`src/rtl/vga_pattern_gen.sv`:
```
// VGA timing generator with built-in test patterns.
// Free-running column/row counters drive sync, blanking and a pattern
// generator. Every output is registered one cycle after the counters, so
// sync, colour, active and col/row all describe the same pixel.
module vga_pattern_gen #(
    parameter int H_ACTIVE   = 640,
    parameter int H_FP       = 16,
    parameter int H_SYNC     = 96,
    parameter int H_BP       = 48,
    parameter int V_ACTIVE   = 480,
    parameter int V_FP       = 10,
    parameter int V_SYNC     = 2,
    parameter int V_BP       = 33,
    parameter bit HS_POL     = 1'b0,
    parameter bit VS_POL     = 1'b0,
    parameter int COLOR_BITS = 1,
    parameter int CHK_SHIFT  = 5
) (
    input  logic                  clk,
    input  logic                  rst_n,
    input  logic                  en,
    input  logic [1:0]            mode,
    output logic                  hsync,
    output logic                  vsync,
    output logic [COLOR_BITS-1:0] red,
    output logic [COLOR_BITS-1:0] green,
    output logic [COLOR_BITS-1:0] blue,
    output logic                  active,
    output logic                  frame_start,
    output logic [9:0]            col,
    output logic [9:0]            row
);

    localparam int H_TOTAL = H_ACTIVE + H_FP + H_SYNC + H_BP;
    localparam int V_TOTAL = V_ACTIVE + V_FP + V_SYNC + V_BP;
    localparam int BAR_W   = H_ACTIVE / 8;

    // 11-bit constants so comparisons stay exact even when a total is 1024
    localparam logic [10:0] H_LAST     = 11'(H_TOTAL - 1);
    localparam logic [10:0] V_LAST     = 11'(V_TOTAL - 1);
    localparam logic [10:0] H_ACT      = 11'(H_ACTIVE);
    localparam logic [10:0] V_ACT      = 11'(V_ACTIVE);
    localparam logic [10:0] H_ACT_LAST = 11'(H_ACTIVE - 1);
    localparam logic [10:0] V_ACT_LAST = 11'(V_ACTIVE - 1);
    localparam logic [10:0] HS_START   = 11'(H_ACTIVE + H_FP);
    localparam logic [10:0] HS_END     = 11'(H_ACTIVE + H_FP + H_SYNC);
    localparam logic [10:0] VS_START   = 11'(V_ACTIVE + V_FP);
    localparam logic [10:0] VS_END     = 11'(V_ACTIVE + V_FP + V_SYNC);
    localparam logic [10:0] BAR_LAST   = 11'(BAR_W - 1);

    // Timing and pattern state
    logic [9:0] h_cnt_reg, h_cnt_next;
    logic [9:0] v_cnt_reg, v_cnt_next;
    logic [9:0] bar_px_reg, bar_px_next;
    logic [2:0] bar_idx_reg, bar_idx_next;
    logic [1:0] mode_q;
    logic       frame_cnt;

    // Registered outputs
    logic hsync_reg, vsync_reg, active_reg, frame_start_reg;
    logic red_bit_reg, green_bit_reg, blue_bit_reg;
    logic [9:0] col_reg, row_reg;

    // Decoded counter state
    logic [10:0] h_pos, v_pos;
    logic        h_wrap, v_last, frame_wrap;
    logic        visible, hs_on, vs_on;
    logic        pix_r, pix_g, pix_b;

    assign h_pos = {1'b0, h_cnt_reg};
    assign v_pos = {1'b0, v_cnt_reg};

    // Next-state for the column/row counters and the divider-free bar counter
    always_comb begin
        h_wrap       = (h_pos == H_LAST);
        v_last       = (v_pos == V_LAST);
        frame_wrap   = h_wrap && v_last;
        h_cnt_next   = h_cnt_reg + 10'd1;
        v_cnt_next   = v_cnt_reg;
        bar_px_next  = bar_px_reg + 10'd1;
        bar_idx_next = bar_idx_reg;
        if (h_wrap) begin
            h_cnt_next = 10'd0;
            v_cnt_next = v_last ? 10'd0 : v_cnt_reg + 10'd1;
        end
        if (h_wrap) begin
            bar_px_next  = 10'd0;
            bar_idx_next = 3'd0;
        end else if ({1'b0, bar_px_reg} == BAR_LAST) begin
            bar_px_next  = 10'd0;
            // Saturating at bar 7 covers the leftover pixels when H_ACTIVE
            // is not a multiple of 8
            bar_idx_next = (bar_idx_reg == 3'd7) ? 3'd7 : bar_idx_reg + 3'd1;
        end
    end

    // Column/row/bar counters run free, independent of en
    always_ff @(posedge clk or negedge rst_n) begin
        if (!rst_n) begin
            h_cnt_reg   <= 10'd0;
            v_cnt_reg   <= 10'd0;
            bar_px_reg  <= 10'd0;
            bar_idx_reg <= 3'd0;
        end else begin
            h_cnt_reg   <= h_cnt_next;
            v_cnt_reg   <= v_cnt_next;
            bar_px_reg  <= bar_px_next;
            bar_idx_reg <= bar_idx_next;
        end
    end

    // Pattern mode and frame parity only change at the frame boundary
    always_ff @(posedge clk or negedge rst_n) begin
        if (!rst_n) begin
            mode_q    <= 2'd0;
            frame_cnt <= 1'b0;
        end else if (frame_wrap) begin
            mode_q    <= mode;
            frame_cnt <= ~frame_cnt;
        end
    end

    // Sync windows, visibility and per-channel pattern bit for this pixel
    always_comb begin
        visible = (h_pos < H_ACT) && (v_pos < V_ACT);
        hs_on   = (h_pos >= HS_START) && (h_pos < HS_END);
        vs_on   = (v_pos >= VS_START) && (v_pos < VS_END);
        pix_r   = 1'b0;
        pix_g   = 1'b0;
        pix_b   = 1'b0;
        case (mode_q)
            2'd0: begin
                pix_r = 1'b1;
                pix_g = 1'b1;
                pix_b = 1'b1;
            end
            2'd1: begin
                pix_r = bar_idx_reg[2];
                pix_g = bar_idx_reg[1];
                pix_b = bar_idx_reg[0];
            end
            2'd2: begin
                pix_r = h_cnt_reg[CHK_SHIFT] ^ v_cnt_reg[CHK_SHIFT] ^ frame_cnt;
                pix_g = pix_r;
                pix_b = pix_r;
            end
            default: begin
                pix_r = (v_pos == 11'd0) || (v_pos == V_ACT_LAST) ||
                        (h_pos == 11'd0) || (h_pos == H_ACT_LAST);
                pix_g = pix_r;
                pix_b = pix_r;
            end
        endcase
        if (!(visible && en)) begin
            pix_r = 1'b0;
            pix_g = 1'b0;
            pix_b = 1'b0;
        end
    end

    // Output register stage: one cycle behind the counters
    always_ff @(posedge clk or negedge rst_n) begin
        if (!rst_n) begin
            hsync_reg       <= ~HS_POL;
            vsync_reg       <= ~VS_POL;
            active_reg      <= 1'b0;
            frame_start_reg <= 1'b0;
            red_bit_reg     <= 1'b0;
            green_bit_reg   <= 1'b0;
            blue_bit_reg    <= 1'b0;
            col_reg         <= 10'd0;
            row_reg         <= 10'd0;
        end else begin
            hsync_reg       <= hs_on ? HS_POL : ~HS_POL;
            vsync_reg       <= vs_on ? VS_POL : ~VS_POL;
            active_reg      <= visible;
            frame_start_reg <= (h_cnt_reg == 10'd0) && (v_cnt_reg == 10'd0);
            red_bit_reg     <= pix_r;
            green_bit_reg   <= pix_g;
            blue_bit_reg    <= pix_b;
            col_reg         <= h_cnt_reg;
            row_reg         <= v_cnt_reg;
        end
    end

    assign hsync       = hsync_reg;
    assign vsync       = vsync_reg;
    assign active      = active_reg;
    assign frame_start = frame_start_reg;
    assign col         = col_reg;
    assign row         = row_reg;

    // Each colour bit is replicated across the full channel width
    genvar gi;
    generate
        for (gi = 0; gi < COLOR_BITS; gi++) begin : g_color
            assign red[gi]   = red_bit_reg;
            assign green[gi] = green_bit_reg;
            assign blue[gi]  = blue_bit_reg;
        end
    endgenerate

endmodule

```
`config.mk`:
```
export PLATFORM = sky130hd
export DESIGN_NAME = vga_pattern_gen
export DESIGN_NICKNAME = d
export VERILOG_FILES = /design/src/rtl/vga_pattern_gen.sv
export SDC_FILE = /design/constraint.sdc
export NUM_CORES = 1
export LEC_CHECK = 0
export ABC_AREA = 1
export CORE_MARGIN = 2
export CORE_UTILIZATION = 35
export DETAILED_ROUTE_END_ITERATION = 8
export PLACE_DENSITY_LB_ADDON = 0.05
export SETUP_SLACK_MARGIN = 0.1
export SKIP_CTS_REPAIR_TIMING = 1
export SYNTH_ARGS = -nofsm -noshare
export SYNTH_HDL_FRONTEND = slang
export SYNTH_SLANG_ARGS = --single-unit
```
`constraint.sdc`:
```
create_clock -name clk -period 1.8 [get_ports clk]
set_clock_uncertainty 0.1 [all_clocks]
set_input_delay 0.18 -clock clk [delete_from_list [all_inputs] [get_ports clk]]
set_output_delay 0.18 -clock clk [all_outputs]
set_load 0.02 [all_outputs]
```
==> flow_summary.toml, run 1 <==
[hold_path]
min_path_type = "in2reg"

[place]
place_hpwl_mm = 4.21
gp_congestion = 0.817
post-place-cells = 463
portBuffers = 31

[routing]
routedWlPerCell_um = 12.2
drc = 0
viasPerCell = 4.69
final_antenna_net_count = 0
via_count = 2295
drt-pass1-iter-count = 4
drtIter0Drc = 114
wirelength_mm = 5.96

[grt]
grt-busiest-layer = "met2"
overflow = 0
antenna_found_initial = 0
met3_usage = 0.0335
met2_usage = 0.224
grt_pass1_vias = 2085
grt_usage = 0.145
grt_use_met1 = 0.194
grt_max_degree = 64
grt_pass1_wl_mm = 9.86

[timing]
finalCritPeriodShare = 0.885
tns_ns = 0
tightest_slew_ns = 0.361
rsz0062_at_grt = "yes"
drv_slew = 0
fin_crit_ns = 1.59
slew_headroom = 0.758
setup-violations-final = 0
final-hold-violation-count = 0
fmax_ghz = 0.628

[job]
drv_cap = 0

[die]
ios = 32
fp.dieArea_um2 = 9000
rows = 33
dieHeight_um = 94.9
dieWidth_um = 94.9
core_um2 = 8090
start_util = 0.357

[cts]
numCtsBuffers = 9
cts_max_level = 3
tritoncts = "yes"
root_buffer = "clkbuf_8"
clockBufferDepth = 2
cts.sink_count = 63
clock_latency_ns = 0.34
clk_pin_slew_ns = 0.07

[pwr]
p_leak_nw = 1.83
p_sw_frac = 0.199
p_clk_frac = 0.498
ir_drop_uv = 350
intPower_mw = 2.36
netSwitchingPower_uw = 586
pwr-share-seq = 0.482
combinationalPowerShare = 0.019
p_per_area_nw_per_um2 = 791

[final_layout]
syn2layout_area_growth_pct = 28.7
fin_cells = 489
fin_nets = 390
antenna_cells = 0
drive_gt1_frac = 0.138

[logic_synthesis]
avgSynthCellArea_um2 = 8.84
syn-cell-area_um2 = 2890
yosysUniqueCellTypes = 28
syn_nets = 338
ys_warn_count = 0
yosysSeqAreaShare = 0.546
synth-seq-cells = 63
synthCells = 327

[critical_path]
end_kind = "register"
crit_fanout = 6
worst-setup-path-type = "reg2reg"
required_ns = 1.92
critPathLaunchType = "register"
crit_arrival_ns = 1.71

[run_status]
outcome = "finished, final reports clean"
[through the flow]
stage                util  hold WS, ns  setup slack, ns  power, mW  cell area (um^2)
global placement    0.413        0.121            0.194       1.50              3350
CTS                 0.443       -0.250           0.0581       2.98              3580
detailed placement  0.413        0.120            0.159       1.50              3350
finish              0.459        0.273            0.207       2.94              3720
global route        0.459        0.290           0.0740       3.05              3720
floorplan               -       -0.216            0.327       1.46              2890
[synthesized netlist by cell type]
library cell	number	area share
a21oi_1	5	0.0087
a31oi_1	1	0.0022
buf_2	4	0.0069
buf_8	1	0.0052
clkbuf_1	1	0.0013
dfrtp_1	61	0.53
dfstp_2	2	0.018
ha_1	6	0.026
inv_1	41	0.053
inv_2	1	0.0013
nand2_1	69	0.090
nand2_2	2	0.0043
nand3_1	26	0.045
nand3_2	2	0.0069
nand3_4	1	0.0061
nand3b_1	2	0.0052
nand4_1	13	0.028
nor2_1	46	0.060
nor2_4	1	0.0039
nor2_8	2	0.014
nor3_1	11	0.019
nor3b_1	1	0.0026
o211ai_1	2	0.0052
o21a_1	1	0.0026
o21ai_0	12	0.021
o21ai_1	2	0.0035
or2_2	1	0.0022
xor2_1	10	0.030
[layout by cell type, fill, tap and decap left out, types with 9 or more instances in the layout]
cell type,netlist,layout
nand2_1,69,69
xor2_1,10,10
nand3_1,26,26
nor3_1,11,11
dfrtp_1,61,57
clkbuf_8,0,9
clkdlybuf4s50_1,0,28
nand4_1,13,13
nor2_1,46,42
inv_1,41,40
buf_4,0,12
o21ai_0,12,12
[power by group through the flow]
stage | combinational, mW | clock [mW] | sequential (mW)
CTS | 0.0583 | 1.50 | 1.42
finish | 0.0566 | 1.47 | 1.42
global placement | 0.0586 | 0 | 1.45
detailed placement | 0.0585 | 0 | 1.45
global route | 0.0656 | 1.57 | 1.42
floorplan | 0.00419 | 0 | 1.45
[path summary, 6_finish.rpt]
path	startpoint	slack, ns	cells past startpoint	endpoint
setup / recovery	v_cnt_reg[0]$_DFFE_PN0N_	0.21	7	v_cnt_reg[4]$_DFFE_PN0N_
hold / removal	mode[1]	0.27	3	mode_q[1]$_DFFE_PN0P_
setup reg to reg	v_cnt_reg[0]$_DFFE_PN0N_	0.21	7	v_cnt_reg[4]$_DFFE_PN0N_
hold reg to reg	v_cnt_reg[0]$_DFFE_PN0N_	0.34	0	row[0]$_DFF_PN0_
max in group asynchronous	rst_n	1.01	3	hsync$_DFF_PN1_
min in group asynchronous	rst_n	0.28	3	col[2]$_DFF_PN0_
[kinds of logic after synthesis]
logic type,share of synthesized area
buf+inv,0.0680
xor+xnor,0.0303
simple gates,0.287
fa+ha+maj,0.0260
compound gates,0.0429
flops,0.546
[critical path, cell delays in order (launching register included)]
cell and delay (ns):
dfrtp_2 0.44, inv_1 0.10, ha_1 0.15, inv_1 0.06
nor2_1 0.09, nand4_1 0.26, nand4_1 0.18, o21ai_0 0.09
[layer usage]
metal  wire length (um)  share of wire
met5                  0              0
met4                102          0.017
met3                189          0.032
met2               2800           0.47
met1               2870           0.48
[cell type report]
class,count,area [um^2]
multi-input combinational,217,1160
clock buffer,10,128
sequential,63,1580
fill,825,4370
clock inverter,6,109
tap,105,131
inverter,42,158
timing repair buffer,46,450
No activity file was read; power rests on OpenSTA's default activity.
==> run 2: changes to the inputs <==
--- a/config.mk
+++ b/config.mk
@@ -10,6 +10,7 @@
 export CORE_UTILIZATION = 35
 export DETAILED_ROUTE_END_ITERATION = 8
 export PLACE_DENSITY_LB_ADDON = 0.05
+export REMOVE_ABC_BUFFERS = 1
 export SETUP_SLACK_MARGIN = 0.1
 export SKIP_CTS_REPAIR_TIMING = 1
 export SYNTH_ARGS = -nofsm -noshare
==> run 2 against run 1 <==
Worst hold slack better by 0.0036 ns. Sequential power about the same. Flip-flop and latch count unchanged. Total power decreased by 8.0%. Sequential share of layout area is 0.22 points higher. Combinational power grew 1%. Utilization is 0.23 points lower. Non-clock buffer count up 1. Count of clock-buffer cells in the layout did not move. Critical path depth did not move. Cell count grew 0.61%. Largest power group is now sequential cells. Worst setup slack worse by 0.0067 ns.
==> flow_summary.toml, run 2 (synthesis gave the netlist of run 1 again) <==
[final_layout]
fin_nets = 393
n_fill_cell = 816
final_core_util = 0.457
fin_area_um2 = 3700
syn2layout_area_growth_pct = 28.0
final_cell_mix = "nand2_1 (69), dfrtp_1 (57), nor2_1 (43), inv_1 (40), clkdlybuf4s50_1 (28)"
final_common_cell = "nand2_1"
antenna_cells = 0
drive_gt1_frac = 0.147
fin_cells = 492

[die]
ios = 32
dieHeight_um = 94.9
rows = 33
fp.dieArea_um2 = 9000
start_util = 0.357
dieWidth_um = 94.9
core_um2 = 8090

[pwr]
p_per_area_nw_per_um2 = 732
p_leak_nw = 1.82
ir_drop_uv = 377

[critical_path]
max_stage_delay_ns = 0.43
end_kind = "register"
crit_fanout = 4
required_ns = 1.93
crit_path_frequent_cell = "inv_1"
crit_arrival_ns = 1.73
cp_num_buf_inv = 2
worst-setup-path-type = "reg2reg"
r2r-start = "v_cnt_reg[0]$_DFFE_PN0N_"
slowest_stage = "dfrtp_2"
cp_top_family = "flip-flops"
critPathLaunchType = "register"
startpoint = "v_cnt_reg[0]$_DFFE_PN0N_"
crit_chain = "inv_1 -> ha_1 -> inv_1 -> nor2_1 -> nand4_1 -> o21ai_0 -> nand2_1"

[place]
postPlaceCellArea_um2 = 3380
portBuffers = 31
place_hpwl_mm = 4.46
post-place-cells = 468
gp_congestion = 0.803

[job]
drv_cap = 0

[timing]
drv_slew = 0
tightest_slew_ns = 0.427
slew_headroom = 0.713
rsz0062_at_grt = "no"
fmax_ghz = 0.625
hold_ws_ns = 0.277
fin_crit_ns = 1.60
tns_ns = 0
final-hold-violation-count = 0
finalCritPeriodShare = 0.888
setup-violations-final = 0

[cts]
tritoncts = "yes"
cts.sink_count = 63
clockBufferDepth = 2
root_buffer = "clkbuf_8"
numCtsBuffers = 9
cts_max_level = 3
clk_pin_slew_ns = 0.07
clock_latency_ns = 0.35

[run_status]
outcome = "finished, final reports clean"

[routing]
drtIter0Drc = 117
routedWlPerCell_um = 13.4
drt-pass1-iter-count = 5
drc = 0
final_antenna_net_count = 0
viasPerCell = 4.77
via_count = 2348
wirelength_mm = 6.61

[grt]
antenna_found_initial = 0
overflow = 0
grt_max_degree = 64
grt_usage = 0.156
grt_pass1_wl_mm = 10.5
grt_pass1_vias = 2200

[hold_path]
min_path_type = "in2async"
run 2: changes by cell type in the layout (fill, tap and decap cells not counted), moves of 2 or more:
cell / delta
nor2_4: +2
buf_4: +2
bufinv_16: -2
clkinvlp_4: +2
run 2: worst paths after layout:
path / to / slack (ns) / depth (start not counted)
setup / recovery: mode_q[1]$_DFFE_PN0P_ / 0.20 / 7
hold / removal: col[3]$_DFF_PN0_ / 0.28 / 3
setup reg to reg: mode_q[1]$_DFFE_PN0P_ / 0.20 / 7
hold reg to reg: row[1]$_DFF_PN0_ / 0.35 / 0
max in group asynchronous: vsync$_DFF_PN1_ / 1.02 / 3
min in group clk: mode_q[1]$_DFFE_PN0P_ / 0.28 / 3
run 2: per-layer routing:
layer | global-route usage | share of wire | wire length (um) | vias to the layer above
li1 | - | - | - | 1162
met5 | 0 | 0 | 0 | -
met4 | 0.0797 | 0.025 | 164 | 0
met3 | 0.0335 | 0.036 | 236 | 12
met2 | 0.239 | 0.46 | 3040 | 51
met1 | 0.207 | 0.48 | 3170 | 1123
run 2: cell type report:
cell class / count / area (um^2) / area share
Inverter: 42 / 158 / 0.0426
Multi-Input combinational cell: 219 / 1180 / 0.320
Clock buffer: 10 / 138 / 0.0372
Timing Repair Buffer: 47 / 445 / 0.120
Sequential cell: 63 / 1580 / 0.428
Tap cell: 105 / 131 / 0.0355
Clock inverter: 6 / 60.1 / 0.0162
run 2: through the flow:
stage | setup WS [ns] | total power [mW]
global route | 0.109 | 2.80
floorplan | 0.299 | 1.46
finish | 0.201 | 2.71
CTS | 0.0536 | 2.74
global placement | 0.156 | 1.51
detailed placement | 0.117 | 1.50
run 2: where the power goes:
group	leakage (nW)	internal (mW)	switching, mW	total [mW]
sequential	0.807	1.42	0.00104	1.42
clock	0.0981	0.669	0.563	1.23
combinational	0.914	0.0205	0.0370	0.0574
total	1.82	2.11	0.601	2.71
run 2: tightest hold or removal path: cells and delay by family:
family,cells,cell delay (ns)
buffers and inverters,3,0.94
==> run 3: changes to the inputs <==
--- a/config.mk
+++ b/config.mk
@@ -6,6 +6,7 @@
 export NUM_CORES = 1
 export LEC_CHECK = 0
 export ABC_AREA = 1
+export CORE_ASPECT_RATIO = 0.9
 export CORE_MARGIN = 2
 export CORE_UTILIZATION = 35
 export DETAILED_ROUTE_END_ITERATION = 8
==> run 3 against run 2 <==
Die area about the same. Utilization up 0.66 points. Worst hold slack better by 0.0095 ns. Via count down 0.21%. Count of clock-buffer cells in the layout up 2. Non-clock buffer count up 3. Cell count down 0.81%. Critical path type unchanged. Combinational power about the same. Total power down 1.4%. Critical path depth unchanged. Fmax down 4.6%.
==> flow_summary.toml, run 3 (synthesis gave the netlist of run 1 again) <==
[final_layout]
antenna_cells = 0
syn2layout_area_growth_pct = 28.8
drive_gt1_frac = 0.152
final_cell_mix = "nand2_1 (68), dfrtp_1 (60), nor2_1 (43), inv_1 (40), clkdlybuf4s50_1 (28)"
final_common_cell = "nand2_1"
fin_area_um2 = 3720
fin_cells = 488
fin_nets = 395

[routing]
final_antenna_net_count = 0
drt-pass1-iter-count = 4
viasPerCell = 4.80
drtIter0Drc = 145
drc = 0
routedWlPerCell_um = 13.4
via_count = 2343
wirelength_mm = 6.52

[grt]
grt_max_degree = 64
antenna_found_initial = 0
grt_usage = 0.151
grt_pass1_wl_mm = 10.7
grt_pass1_vias = 2146
overflow = 0

[timing]
rsz0062_at_grt = "yes"
fmax_ghz = 0.597
finalCritPeriodShare = 0.931
tightest_slew_ns = 0.389
slew_headroom = 0.739
setup-violations-final = 0
final-hold-violation-count = 0
tns_ns = 0
fin_crit_ns = 1.68
drv_slew = 0

[die]
dieHeight_um = 90.2
start_util = 0.360
rows = 31
ios = 32
core_um2 = 8030
fp.dieArea_um2 = 9000
dieWidth_um = 99.8

[place]
gp_congestion = 0.805
post-place-cells = 464
place_hpwl_mm = 4.48
postPlaceCellArea_um2 = 3390
portBuffers = 31

[critical_path]
required_ns = 1.91
critPathLaunchType = "register"
crit_arrival_ns = 1.79
r2r_slack_ns = 0.12
end_kind = "register"
crit_fanout = 9
worst-setup-path-type = "reg2reg"

[cts]
numCtsBuffers = 9
tritoncts = "yes"
cts_max_level = 3
cts.sink_count = 63
clock_latency_ns = 0.33
root_buffer = "clkbuf_8"
clockBufferDepth = 2
clk_pin_slew_ns = 0.07

[pwr]
pwr-share-seq = 0.531
combinationalPowerShare = 0.022
netSwitchingPower_uw = 561
ir_drop_uv = 345
intPower_mw = 2.11
p_per_area_nw_per_um2 = 718
p_leak_nw = 1.84
p_sw_frac = 0.210
p_clk_frac = 0.447

[run_status]
outcome = "finished, final reports clean"

[job]
drv_cap = 0

[hold_path]
min_path_type = "in2async"
run 3: cell count changes in the layout (fill, tap and decap cells not counted), moves of 2 or more:
cell | before | now
dfrtp_2 | 4 | 1
dfrtp_1 | 57 | 60
clkbuf_1 | 0 | 2
clkinvlp_4 | 2 | 0
nand3_2 | 2 | 4
buf_4 | 14 | 16
nand3_1 | 26 | 23
run 3: worst paths after layout:
kind                                        start                       end  depth (start not counted)
hold reg to reg            h_cnt_reg[6]$_DFF_PN0_          col[6]$_DFF_PN0_                          0
hold / removal                              rst_n    h_cnt_reg[7]$_DFF_PN0_                          3
setup reg to reg           h_cnt_reg[0]$_DFF_PN0_  v_cnt_reg[4]$_DFFE_PN0N_                          7
max in group asynchronous                   rst_n           vsync$_DFF_PN1_                          3
min in group clk                          mode[1]     mode_q[1]$_DFFE_PN0P_                          3
setup / recovery           h_cnt_reg[0]$_DFF_PN0_  v_cnt_reg[4]$_DFFE_PN0N_                          7
run 3: through the flow:
| stage | hold WS [ns] | worst slack, ns | power, mW | util |
|---|---|---|---|---|
| detailed placement | 0.123 | 0.130 | 1.51 | 0.422 |
| global route | 0.312 | 0.0119 | 2.80 | 0.464 |
| CTS | -0.241 | 0.0545 | 2.71 | 0.446 |
| floorplan | -0.216 | 0.299 | 1.46 | - |
| global placement | 0.124 | 0.158 | 1.51 | 0.422 |
| finish | 0.286 | 0.124 | 2.67 | 0.464 |
run 3: layout make-up:
cell class                      instances  area, um^2
Fill cell                             773        4310
Tap cell                               99         124
Multi-Input combinational cell        218        1190
Sequential cell                        63        1580
Clock inverter                          4        45.0
Timing Repair Buffer                   50         480
Clock buffer                           12         145
Inverter                               42         158
run 3: worst max-delay path, cell delays in order (launching register included):
cell and delay, ns:
dfrtp_1 0.42, ha_2 0.24, nand2_4 0.08, nor2_8 0.18
nand3_4 0.17, nor2_4 0.16, buf_12 0.14, o21ai_0 0.07
run 3: power by group through the flow:
stage               combinational, mW  clock, mW  sequential, mW
floorplan                     0.00419          0            1.45
global placement               0.0593          0            1.45
detailed placement             0.0591          0            1.45
CTS                            0.0591       1.24            1.42
global route                   0.0669       1.32            1.42
finish                         0.0577       1.19            1.42
run 3: layer usage:
layer  track usage  wire length, um  vias to the layer above
li1              -                -                     1162
met1         0.219             3230                     1130
met2         0.222             2970                       45
met5             0                0                        -
met4        0.0342               62                        0
met3        0.0474              255                        6
